===== config.mk =====
export PLATFORM = sky130hd
export DESIGN_NAME = alu_mc_flat
export DESIGN_NICKNAME = d
export VERILOG_FILES = /design/src/rtl/alu_pkg.sv /design/src/rtl/alu_mc_if.sv /design/src/rtl/alu_seq_mul.sv /design/src/rtl/alu_mc.sv /design/src/flat_wrapper.sv
export SDC_FILE = /design/constraint.sdc
export NUM_CORES = 1
export LEC_CHECK = 0
export ABC_AREA = 1
export CAP_MARGIN = 15
export CORE_UTILIZATION = 36
export DETAILED_ROUTE_END_ITERATION = 10
export PLACE_DENSITY_LB_ADDON = 0.08
export SETUP_SLACK_MARGIN = 0.4
export SLEW_MARGIN = 20
export SYNTH_ARGS = -nofsm -noshare
export SYNTH_HDL_FRONTEND = slang
export SYNTH_SLANG_ARGS = --single-unit

===== constraint.sdc =====
create_clock -name I_clk -period 7 [get_ports I_clk]
set_input_delay 1.4 -clock I_clk [delete_from_list [all_inputs] [get_ports I_clk]]
set_output_delay 1.4 -clock I_clk [all_outputs]
set_load 0.1 [all_outputs]

===== src/rtl/alu_pkg.sv =====
// Shared opcode, flag-index and FSM-state definitions for the multi-cycle ALU.
package alu_pkg;

    localparam logic [3:0] OP_ADD  = 4'd0;
    localparam logic [3:0] OP_SUB  = 4'd1;
    localparam logic [3:0] OP_OR   = 4'd2;
    localparam logic [3:0] OP_AND  = 4'd3;
    localparam logic [3:0] OP_XOR  = 4'd4;
    localparam logic [3:0] OP_NOT  = 4'd5;
    localparam logic [3:0] OP_MUL  = 4'd6;
    localparam logic [3:0] OP_LOAD = 4'd8;
    localparam logic [3:0] OP_CMP  = 4'd9;
    localparam logic [3:0] OP_SHL  = 4'd10;
    localparam logic [3:0] OP_SHR  = 4'd11;
    localparam logic [3:0] OP_JMPA = 4'd12;
    localparam logic [3:0] OP_JMPR = 4'd13;

    localparam int FLG_EQ = 0;
    localparam int FLG_AZ = 1;
    localparam int FLG_BZ = 2;
    localparam int FLG_GT = 3;
    localparam int FLG_LT = 4;
    localparam int FLG_W  = 5;

    typedef enum logic {
        ST_IDLE = 1'b0,
        ST_MUL  = 1'b1
    } state_t;

endpackage


===== src/rtl/alu_mc_if.sv =====
// Issue/result bundle between decode/register-read and the ALU.
interface alu_mc_if #(
    parameter int W     = 16,
    parameter int IMM_W = W / 2
);
    logic             I_valid;
    logic             O_ready;
    logic [4:0]       I_aluop;
    logic [W-1:0]     I_dataA;
    logic [W-1:0]     I_dataB;
    logic [IMM_W-1:0] I_Imm;
    logic             O_valid;
    logic [W-1:0]     O_dataResult;
    logic             O_shldBranch;
    logic             O_carry;
    logic [4:0]       O_flags;

    modport master (
        output I_valid, I_aluop, I_dataA, I_dataB, I_Imm,
        input  O_ready, O_valid, O_dataResult, O_shldBranch, O_carry, O_flags
    );

    modport slave (
        input  I_valid, I_aluop, I_dataA, I_dataB, I_Imm,
        output O_ready, O_valid, O_dataResult, O_shldBranch, O_carry, O_flags
    );
endinterface


===== src/rtl/alu_seq_mul.sv =====
// Radix-2 shift-add multiplier: one partial product per enabled cycle, W iterations.
// Signed mode works on magnitudes and negates the low W bits at the end.
module alu_seq_mul #(
    parameter int W = 16
) (
    input  logic         clk,
    input  logic         rst,
    input  logic         en,
    input  logic         start,
    input  logic [W-1:0] a,
    input  logic [W-1:0] b,
    input  logic         signed_mode,
    output logic [W-1:0] product,
    output logic         busy,
    output logic         done
);
    localparam int CW = $clog2(W) + 1;

    logic [W-1:0]  mcand_q, mplier_q, acc_q;
    logic [CW-1:0] cnt_q;
    logic          neg_q;
    logic          a_neg, b_neg;

    assign a_neg = signed_mode & a[W-1];
    assign b_neg = signed_mode & b[W-1];

    always_ff @(posedge clk) begin
        if (rst) begin
            busy     <= 1'b0;
            cnt_q    <= '0;
            acc_q    <= '0;
            mcand_q  <= '0;
            mplier_q <= '0;
            neg_q    <= 1'b0;
        end else if (en) begin
            if (start) begin
                busy     <= 1'b1;
                cnt_q    <= '0;
                acc_q    <= '0;
                mcand_q  <= a_neg ? -a : a;
                mplier_q <= b_neg ? -b : b;
                neg_q    <= a_neg ^ b_neg;
            end else if (done) begin
                busy <= 1'b0;
            end else if (busy) begin
                if (mplier_q[0])
                    acc_q <= acc_q + mcand_q;
                mcand_q  <= mcand_q << 1;
                mplier_q <= mplier_q >> 1;
                cnt_q    <= cnt_q + 1'b1;
            end
        end
    end

    // Product is held until the top samples it on the edge after done rises.
    assign done    = busy & (cnt_q == CW'(W));
    assign product = neg_q ? -acc_q : acc_q;

endmodule


===== src/rtl/alu_mc.sv =====
// Multi-cycle execute ALU: valid/ready issue, registered one-cycle result pulse,
// iterative multiplier, carry flag and persistent compare flags for JMPR.
module alu_mc
    import alu_pkg::*;
#(
    parameter int W     = 16,
    parameter int IMM_W = W / 2,
    parameter int SH_W  = $clog2(W)
) (
    input  logic     I_clk,
    input  logic     I_rst,
    input  logic     I_en,
    alu_mc_if.slave  bus
);
    state_t state_q, state_d;

    logic [3:0]       op;
    logic             mode;
    logic [W-1:0]     a, b;
    logic [IMM_W-1:0] imm;
    logic [SH_W-1:0]  sh;

    logic             accept, mul_start, mul_busy, mul_done;
    logic [W-1:0]     mul_product;

    logic [W:0]       sum, diff;
    logic signed [W-1:0] sra;
    logic [FLG_W-1:0] cmp_flags;
    logic [2:0]       jsel;
    logic             jcond;

    logic [W-1:0]     res_c;
    logic             br_c, carry_c;
    logic [FLG_W-1:0] flags_c;

    logic             valid_q, br_q, carry_q;
    logic [W-1:0]     result_q;
    logic [FLG_W-1:0] flags_q;

    assign op   = bus.I_aluop[4:1];
    assign mode = bus.I_aluop[0];
    assign a    = bus.I_dataA;
    assign b    = bus.I_dataB;
    assign imm  = bus.I_Imm;
    assign sh   = b[SH_W-1:0];

    assign bus.O_ready = (state_q == ST_IDLE) & ~mul_busy;
    assign accept      = I_en & bus.I_valid & bus.O_ready;
    assign mul_start   = accept & (op == OP_MUL);

    alu_seq_mul #(.W(W)) u_mul (
        .clk         (I_clk),
        .rst         (I_rst),
        .en          (I_en),
        .start       (mul_start),
        .a           (a),
        .b           (b),
        .signed_mode (mode),
        .product     (mul_product),
        .busy        (mul_busy),
        .done        (mul_done)
    );

    always_ff @(posedge I_clk) begin
        if (I_rst)     state_q <= ST_IDLE;
        else if (I_en) state_q <= state_d;
    end

    always_comb begin
        state_d = state_q;
        case (state_q)
            ST_IDLE: if (mul_start) state_d = ST_MUL;
            ST_MUL:  if (mul_done)  state_d = ST_IDLE;
            default: state_d = ST_IDLE;
        endcase
    end

    assign sum  = {1'b0, a} + {1'b0, b};
    assign diff = {1'b0, a} - {1'b0, b};
    assign sra  = $signed(a) >>> sh;

    always_comb begin
        cmp_flags         = '0;
        cmp_flags[FLG_EQ] = (a == b);
        cmp_flags[FLG_AZ] = (a == '0);
        cmp_flags[FLG_BZ] = (b == '0);
        cmp_flags[FLG_GT] = mode ? ($signed(a) > $signed(b)) : (a > b);
        cmp_flags[FLG_LT] = mode ? ($signed(a) < $signed(b)) : (a < b);
    end

    // Selectors 5..7 mean "always taken"; the mode bit inverts either case.
    assign jsel  = imm[2:0];
    assign jcond = (jsel < 3'd5) ? flags_q[jsel] : 1'b1;

    always_comb begin
        res_c   = '0;
        br_c    = 1'b0;
        carry_c = carry_q;
        flags_c = flags_q;
        case (op)
            OP_ADD:  begin res_c = sum[W-1:0];  carry_c = sum[W];  end
            OP_SUB:  begin res_c = diff[W-1:0]; carry_c = diff[W]; end
            OP_OR:   res_c = a | b;
            OP_AND:  res_c = a & b;
            OP_XOR:  res_c = a ^ b;
            OP_NOT:  res_c = ~a;
            OP_LOAD: res_c = mode ? {imm, {(W-IMM_W){1'b0}}} : {{(W-IMM_W){1'b0}}, imm};
            OP_CMP:  begin
                res_c   = {{(W-FLG_W){1'b0}}, cmp_flags};
                flags_c = cmp_flags;
            end
            OP_SHL:  res_c = a << sh;
            OP_SHR:  res_c = mode ? sra : (a >> sh);
            OP_JMPA: begin
                res_c = mode ? a : {{(W-IMM_W){1'b0}}, imm};
                br_c  = 1'b1;
            end
            OP_JMPR: begin
                res_c = a;
                br_c  = jcond ^ mode;
            end
            default: res_c = '0;
        endcase
    end

    always_ff @(posedge I_clk) begin
        if (I_rst) begin
            valid_q  <= 1'b0;
            result_q <= '0;
            br_q     <= 1'b0;
            carry_q  <= 1'b0;
            flags_q  <= '0;
        end else if (I_en) begin
            valid_q <= 1'b0;
            if (accept && op != OP_MUL) begin
                valid_q  <= 1'b1;
                result_q <= res_c;
                br_q     <= br_c;
                carry_q  <= carry_c;
                flags_q  <= flags_c;
            end else if (state_q == ST_MUL && mul_done) begin
                valid_q  <= 1'b1;
                result_q <= mul_product;
                br_q     <= 1'b0;
            end
        end
    end

    assign bus.O_valid      = valid_q;
    assign bus.O_dataResult = result_q;
    assign bus.O_shldBranch = br_q;
    assign bus.O_carry      = carry_q;
    assign bus.O_flags      = flags_q;

endmodule


===== src/flat_wrapper.sv =====
// flat-port wrapper written by rule: the top's interface ports become plain ports
module alu_mc_flat import alu_pkg::*;
#(
    parameter int W     = 16,
    parameter int IMM_W = W / 2,
    parameter int SH_W  = $clog2(W)
)
  (I_clk, I_rst, I_en, bus_I_valid, bus_I_aluop, bus_I_dataA, bus_I_dataB, bus_I_Imm, bus_O_ready, bus_O_valid, bus_O_dataResult, bus_O_shldBranch, bus_O_carry, bus_O_flags);
  alu_mc_if #(.W(W), .IMM_W(IMM_W)) bus_i ();
  input  logic I_clk;
  input  logic I_rst;
  input  logic I_en;
  input wire logic [$bits(bus_i.I_valid)-1:0] bus_I_valid;
  input wire logic [$bits(bus_i.I_aluop)-1:0] bus_I_aluop;
  input wire logic [$bits(bus_i.I_dataA)-1:0] bus_I_dataA;
  input wire logic [$bits(bus_i.I_dataB)-1:0] bus_I_dataB;
  input wire logic [$bits(bus_i.I_Imm)-1:0] bus_I_Imm;
  output wire logic [$bits(bus_i.O_ready)-1:0] bus_O_ready;
  output wire logic [$bits(bus_i.O_valid)-1:0] bus_O_valid;
  output wire logic [$bits(bus_i.O_dataResult)-1:0] bus_O_dataResult;
  output wire logic [$bits(bus_i.O_shldBranch)-1:0] bus_O_shldBranch;
  output wire logic [$bits(bus_i.O_carry)-1:0] bus_O_carry;
  output wire logic [$bits(bus_i.O_flags)-1:0] bus_O_flags;
  assign bus_i.I_valid = bus_I_valid;
  assign bus_i.I_aluop = bus_I_aluop;
  assign bus_i.I_dataA = bus_I_dataA;
  assign bus_i.I_dataB = bus_I_dataB;
  assign bus_i.I_Imm = bus_I_Imm;
  assign bus_O_ready = bus_i.O_ready;
  assign bus_O_valid = bus_i.O_valid;
  assign bus_O_dataResult = bus_i.O_dataResult;
  assign bus_O_shldBranch = bus_i.O_shldBranch;
  assign bus_O_carry = bus_i.O_carry;
  assign bus_O_flags = bus_i.O_flags;
  alu_mc #(.W(W), .IMM_W(IMM_W), .SH_W(SH_W)) u_core (.I_clk(I_clk), .I_rst(I_rst), .I_en(I_en), .bus(bus_i));
endmodule

# Word-level counts from Yosys, hierarchy flattened
# Cells that the tools add are included.
[totals]
reg_bits = 80
input_bits = 49
[classes]
n_addsub = 7
magnitude_cmp = 6
n_eq_ne = 16
shift = 3
muxes = 38
bitwise = 15
n_reduce_logical = 17
[ops]
columns = ["operator", "n"]
rows = [
  ["two-way mux 16 bit", 18],
  ["one-hot mux 16 bit (12 select lines)", 1],
  ["negator 16 bit", 3],
  ["greater-than comparator 16 bit", 2],
  ["logical NOT 16 bit", 2],
  ["less-than comparator 16 bit", 2],
  ["equality test 4 bit (second input constant)", 6],
  ["adder 16 x 16 -> 17 bit", 1],
  ["subtractor 16 x 16 -> 17 bit", 1],
  ["adder 16 bit", 1],
  ["bitwise AND 16 bit", 1],
  ["equality test 16 bit", 1],
  ["inverter 16 bit", 1],
  ["OR 16 bit", 1],
  ["<< shifter 16 x 4 -> 16 bit", 1],
  ["right shift 16 x 4 -> 16 bit", 1],
  [">>> shifter 16 x 4 -> 16 bit", 1],
  ["bitwise XOR 16 bit", 1],
  ["two-way mux 5 bit", 3],
  ["equality test 4 x 3 -> 1 bit (second input constant)", 3],
  ["two-way mux 1 bit", 12],
  ["nonzero test 2 bit", 5],
  ["AND reduction 3 bit", 3],
  ["equality test 4 x 2 -> 1 bit (second input constant)", 2],
  ["other kinds (16)", 29],
]

# Depth between registers and ports, before layout
[depth]
depth_word = 6
ltp_mapped = 18
depth_no_buf = 17

# By module
# From an unflattened synthesis, not the netlist that was laid out.
[unflattened]
hier_cells = 1765
area_unflattened_um2 = 10037.1
[by_module_without_submodules]
columns = ["module", "n_inst", "cells_each", "area_each_um2"]
rows = [
  ["alu_mc", 1, 1063, 5701.7],
  ["alu_seq_mul", 1, 702, 4335.4],
]

# Worst setup path before layout
# No wires, ideal clock.
[synth_path]
kind = "input -> register"
from = "input port bus_I_dataB[1]"
to = "register u_core.result_q[4] (netlist: u_core.bus.O_dataResult[4])"
setup_ns = 0.122
arrival_time_ns = 3.171
required_ns = 6.878
path_slack_ns = 3.707
stages = 17
path_buffers = 1
path_cell_list = "inv_2 buf_1 ha_1 nor2_1 nand2_1 nand2_2 nand2_1 nand2_1 nand2_1 nand3_1 nand2_1 nand2_1 nand2_1 nand2_1 nand2_1 nand2_1 a21oi_1"
[synth_via]
elab_chain_cells = 4
elab_cells_between_ends = 11
cone_classes = "add/sub: 2; order compare: 2; shift: 3; mux: 4"
[synth_rtl]
columns = ["item", "line", "source"]
rows = [
  ["start, declared", "flat_wrapper.sv:16", "input wire logic [$bits(bus_i.I_dataB)-1:0] bus_I_dataB;"],
  ["less-than comparator 16 bit (tied with other cells)", "alu_mc.sv:88", "cmp_flags[FLG_LT] = mode ? ($signed(a) < $signed(b)) : (a < b);"],
  ["two-way mux 1 bit / two-way mux 16 bit (equally long branches)", "alu_mc.sv:88, alu_mc.sv:113", ""],
  ["one-hot mux 16 bit (12 select lines) *", "alu_mc.sv:100", "case (op)"],
  ["two-way mux 16 bit *", "alu_mc.sv:135", "if (accept && op != OP_MUL) begin"],
  ["end signal, assigned", "alu_mc.sv:137", "result_q <= res_c;"],
  ["end signal, assigned", "alu_mc.sv:143", "result_q <= mul_product;"],
  ["end, declared", "alu_mc.sv:37", "logic [W-1:0] result_q;"],
]
# Every way passes the cells marked *; elsewhere a longest branch is shown, timed or not.
# A chain may end at the register's enable or synchronous reset.

# Final worst setup path
[layout_path]
from = "input port bus_I_dataB[3]"
to = "register u_core.result_q[13] (netlist: u_core.bus.O_dataResult[13])"
[layout_via]
elab_chain_cells = 4
elab_cells_between_ends = 8
cone_classes = "add/sub: 2; shift: 3; mux: 3"
[layout_rtl]
columns = ["item", "line"]
rows = [
  ["parallel branches: the longest is 2 deep, another holds subtractor 16 x 16 -> 17 bit", "-"],
  ["one-hot mux 16 bit (12 select lines) *", "alu_mc.sv:100"],
  ["two-way mux 16 bit *", "alu_mc.sv:135"],
]
# Every way passes the cells marked *.

==> out/qor.yml <==
max-clock-path-buffers: 2
dp_hpwl_mm: 37.4
hold_buffers: 0
synth_ff_type: "dfxtp_1"
dieHeight_um: 166
p_switching_w: 0.000621
insertion_delay_ps: 350
crit_fanout: 17
grt_pass1_vias: 11000
cts-buffers-inserted: 9
use_met3: 0.0748
syn_nets: 1801
syn_area_per_cell_um2: 5.76
timing.rr.start: "u_core.u_mul.cnt_q[0]"
grt_pass1_wl_mm: 70.1
leakage_nw: 4.87
finClkSkew_ps: 11.5
dp_cells: 2038
stdcell_count: 2054
p_int_w: 0.000962
crit_arrival_ps: 4580
drive_gt1_frac: 0.0622
ys_types: 54
clockPowerShare: 0.346
clk_pin_slew_worst_paths_ps: 60
ant_nets: 0
synth_edf_count: 0
grt_max_degree: 49
grtUsageMet1: 0.498
finalHoldViolations: 0
max_cap_violations: 0
syn_area_um2: 9680
finalCritPeriodShare: 0.617
antenna_found_initial: 1
grt-ovfl-total: 0
hold_path.class: "reg -> reg"
start_kind: "input pin"
max_freq_mhz: 232
finalMaxSlewViolations: 0
area_growth_pct: 12.9
synth_top_area_cell: "nand2_1"
n_antenna_cell: 0
switching_share: 0.392
rows: 59
drt_wl_total_mm: 46.9
post_cts_buffers: 0
portBuffers: 73
relSlewSlack: 0.320
synth_top_area_share: 0.183
ys_ff_latch: 80
min_period_ps: 4320
remaining_drc_errors: 10
final_cell_area_um2: 10900
synth_async_sr_flop_share: 0
die_w_um: 166
power_density_nw_per_um2: 145
finalPower_w: 0.00158
required_ps: 7270
cts_resized: 0
endpoint_kind: "flip-flop"
yosysSeqAreaShare: 0.165
startpoint: "bus_I_dataB[3]"
wl_per_cell_um: 22.8
worstHoldStart: "u_core.bus.O_shldBranch"
path_class: "in -> reg"
core_um2: 26200
synth.yosys.warnings: 0
syn_inst: 1680
grt_use_met2: 0.475
failed_checks: "DRC"
p_comb_frac: 0.355
seq_power_share: 0.299
dr.first_iter.drc_count: 1588
drtPass1Iterations: 9
final_util: 0.417
post_dp_cell_area_um2: 10600
clock-sinks: 80
cts_root_buf: "clkbuf_16"
rsz0062_at_grt: "no"
peakVddDrop_mv: 0.109
setup_viol_count_final: 0
die-area_um2: 27600
synthTopCellsByArea: "nand2_1 (18%), dfxtp_1 (17%), nand3_1 (9.2%)"
nNetsFinal: 1835
tns_ps: 0
worst_pin_slew_ps: 1020
status: "finished, violations left"
design.portCount: 74
gp_congestion: 1.01
num_vias: 12000
grt.busiest_layer: "met1"
h-tree-depth: 3
cts_tree: "yes"
track_usage: 0.337
start_util: 0.370
viasPerCell: 5.87
final cells by class:
type                       instances  area, µm²
fill                            2913      15300
multi-input combinational       1369       7110
sequential                        80       1600
timing repair buffer              88        838
inverter                         166        626
tap                              335        419
clock buffer                      10        229
clock inverter                     6        108
layout by cell type (no fill, tap or decap), types with 15 or more instances in the layout:
cell / netlist / final
nand4_1: 27 / 27
nor2_1: 152 / 152
nand3_1: 178 / 178
nor3_1: 22 / 22
o21ai_0: 127 / 127
dfxtp_1: 80 / 80
inv_2: 24 / 24
nand2_1: 472 / 472
inv_1: 140 / 140
a31oi_1: 15 / 15
ha_1: 69 / 69
buf_4: 15 / 15
clkdlybuf4s50_1: 0 / 72
a21oi_1: 159 / 159
logic make-up (layout without fill, tap and decap cells):
| group | Yosys count | in the layout | share of synthesized area |
|---|---|---|---|
| and+or+nand+nor | 908 | 908 | 0.409 |
| AOI/OAI and AO/OA | 373 | 373 | 0.215 |
| muxes | 2 | 2 | 0.00207 |
| DFF | 80 | 80 | 0.165 |
| xor gates and xnor gates | 14 | 14 | 0.0127 |
| buffers and inverters | 231 | 270 | 0.100 |
| adders and majority gates | 72 | 72 | 0.0953 |
cell usage after synthesis (all sizes together) (7+ instances only):
master	count
and2	7
o221ai	8
inv	165
dfxtp	80
o211ai	14
nand4	27
a31oi	15
xor2	12
nor2	171
nand2	483
nand3	182
nor3	27
o21ai	135
a21oi	164
buf	50
ha	69
o22ai	9
clkbuf	15
through the flow:
stage	hold WS (ps)	setup WS [ps]
after floorplan	445	3710
after global placement	454	2410
after detailed placement	457	2470
after CTS	467	2790
after global routing	484	2520
final	467	2680
sequential cells by signal, indices dropped and copies added, names as in the netlist:
name and cells:
u_core.u_mul.mcand_q 16, u_core.bus.O_dataResult 16, u_core.state_q 1, u_core.u_mul.busy 1
u_core.bus.O_flags 5, u_core.u_mul.mplier_q 16, u_core.bus.O_shldBranch 1, u_core.u_mul.neg_q 1
u_core.bus.O_carry 1, u_core.u_mul.acc_q 16, u_core.u_mul.cnt_q 5, u_core.bus.O_valid 1
routing by layer:
layer  routed length [µm]  vias up
met4                 1460        0
li1                     -     5682
met2                18600      676
met1                21900     5609
met3                 4940       81
met5                    0        -
power by group through the flow:
| stage | combinational, W | sequential, W | clock (W) |
|---|---|---|---|
| after global routing | 0.000597 | 0.000474 | 0.000577 |
| after CTS | 0.000544 | 0.000473 | 0.000554 |
| final | 0.000562 | 0.000474 | 0.000548 |
| after floorplan | 0.000295 | 0.000527 | 0 |
| after global placement | 0.000548 | 0.000483 | 0 |
| after detailed placement | 0.000542 | 0.000483 | 0 |
worst paths after layout:
path                                      end  cells past startpoint  slack [ps]
hold / removal        u_core.bus.O_shldBranch                      2         470
setup / recovery  u_core.bus.O_dataResult[13]                     12        2680
setup reg to reg        u_core.u_mul.cnt_q[4]                     12        3810
hold reg to reg       u_core.bus.O_shldBranch                      2         470
critical path, cell delays in order:
cell             delay [ps]
clkdlybuf4s50_1         460
buf_4                   260
inv_1                   390
ha_1                    610
nand2_1                 150
o21ai_0                 460
nand3_1                 210
nand3_1                 140
nand3_1                 130
nand3_1                 150
nand2_1                  70
a21oi_1                 140
Note: power is estimated with default switching activity, not from simulation.
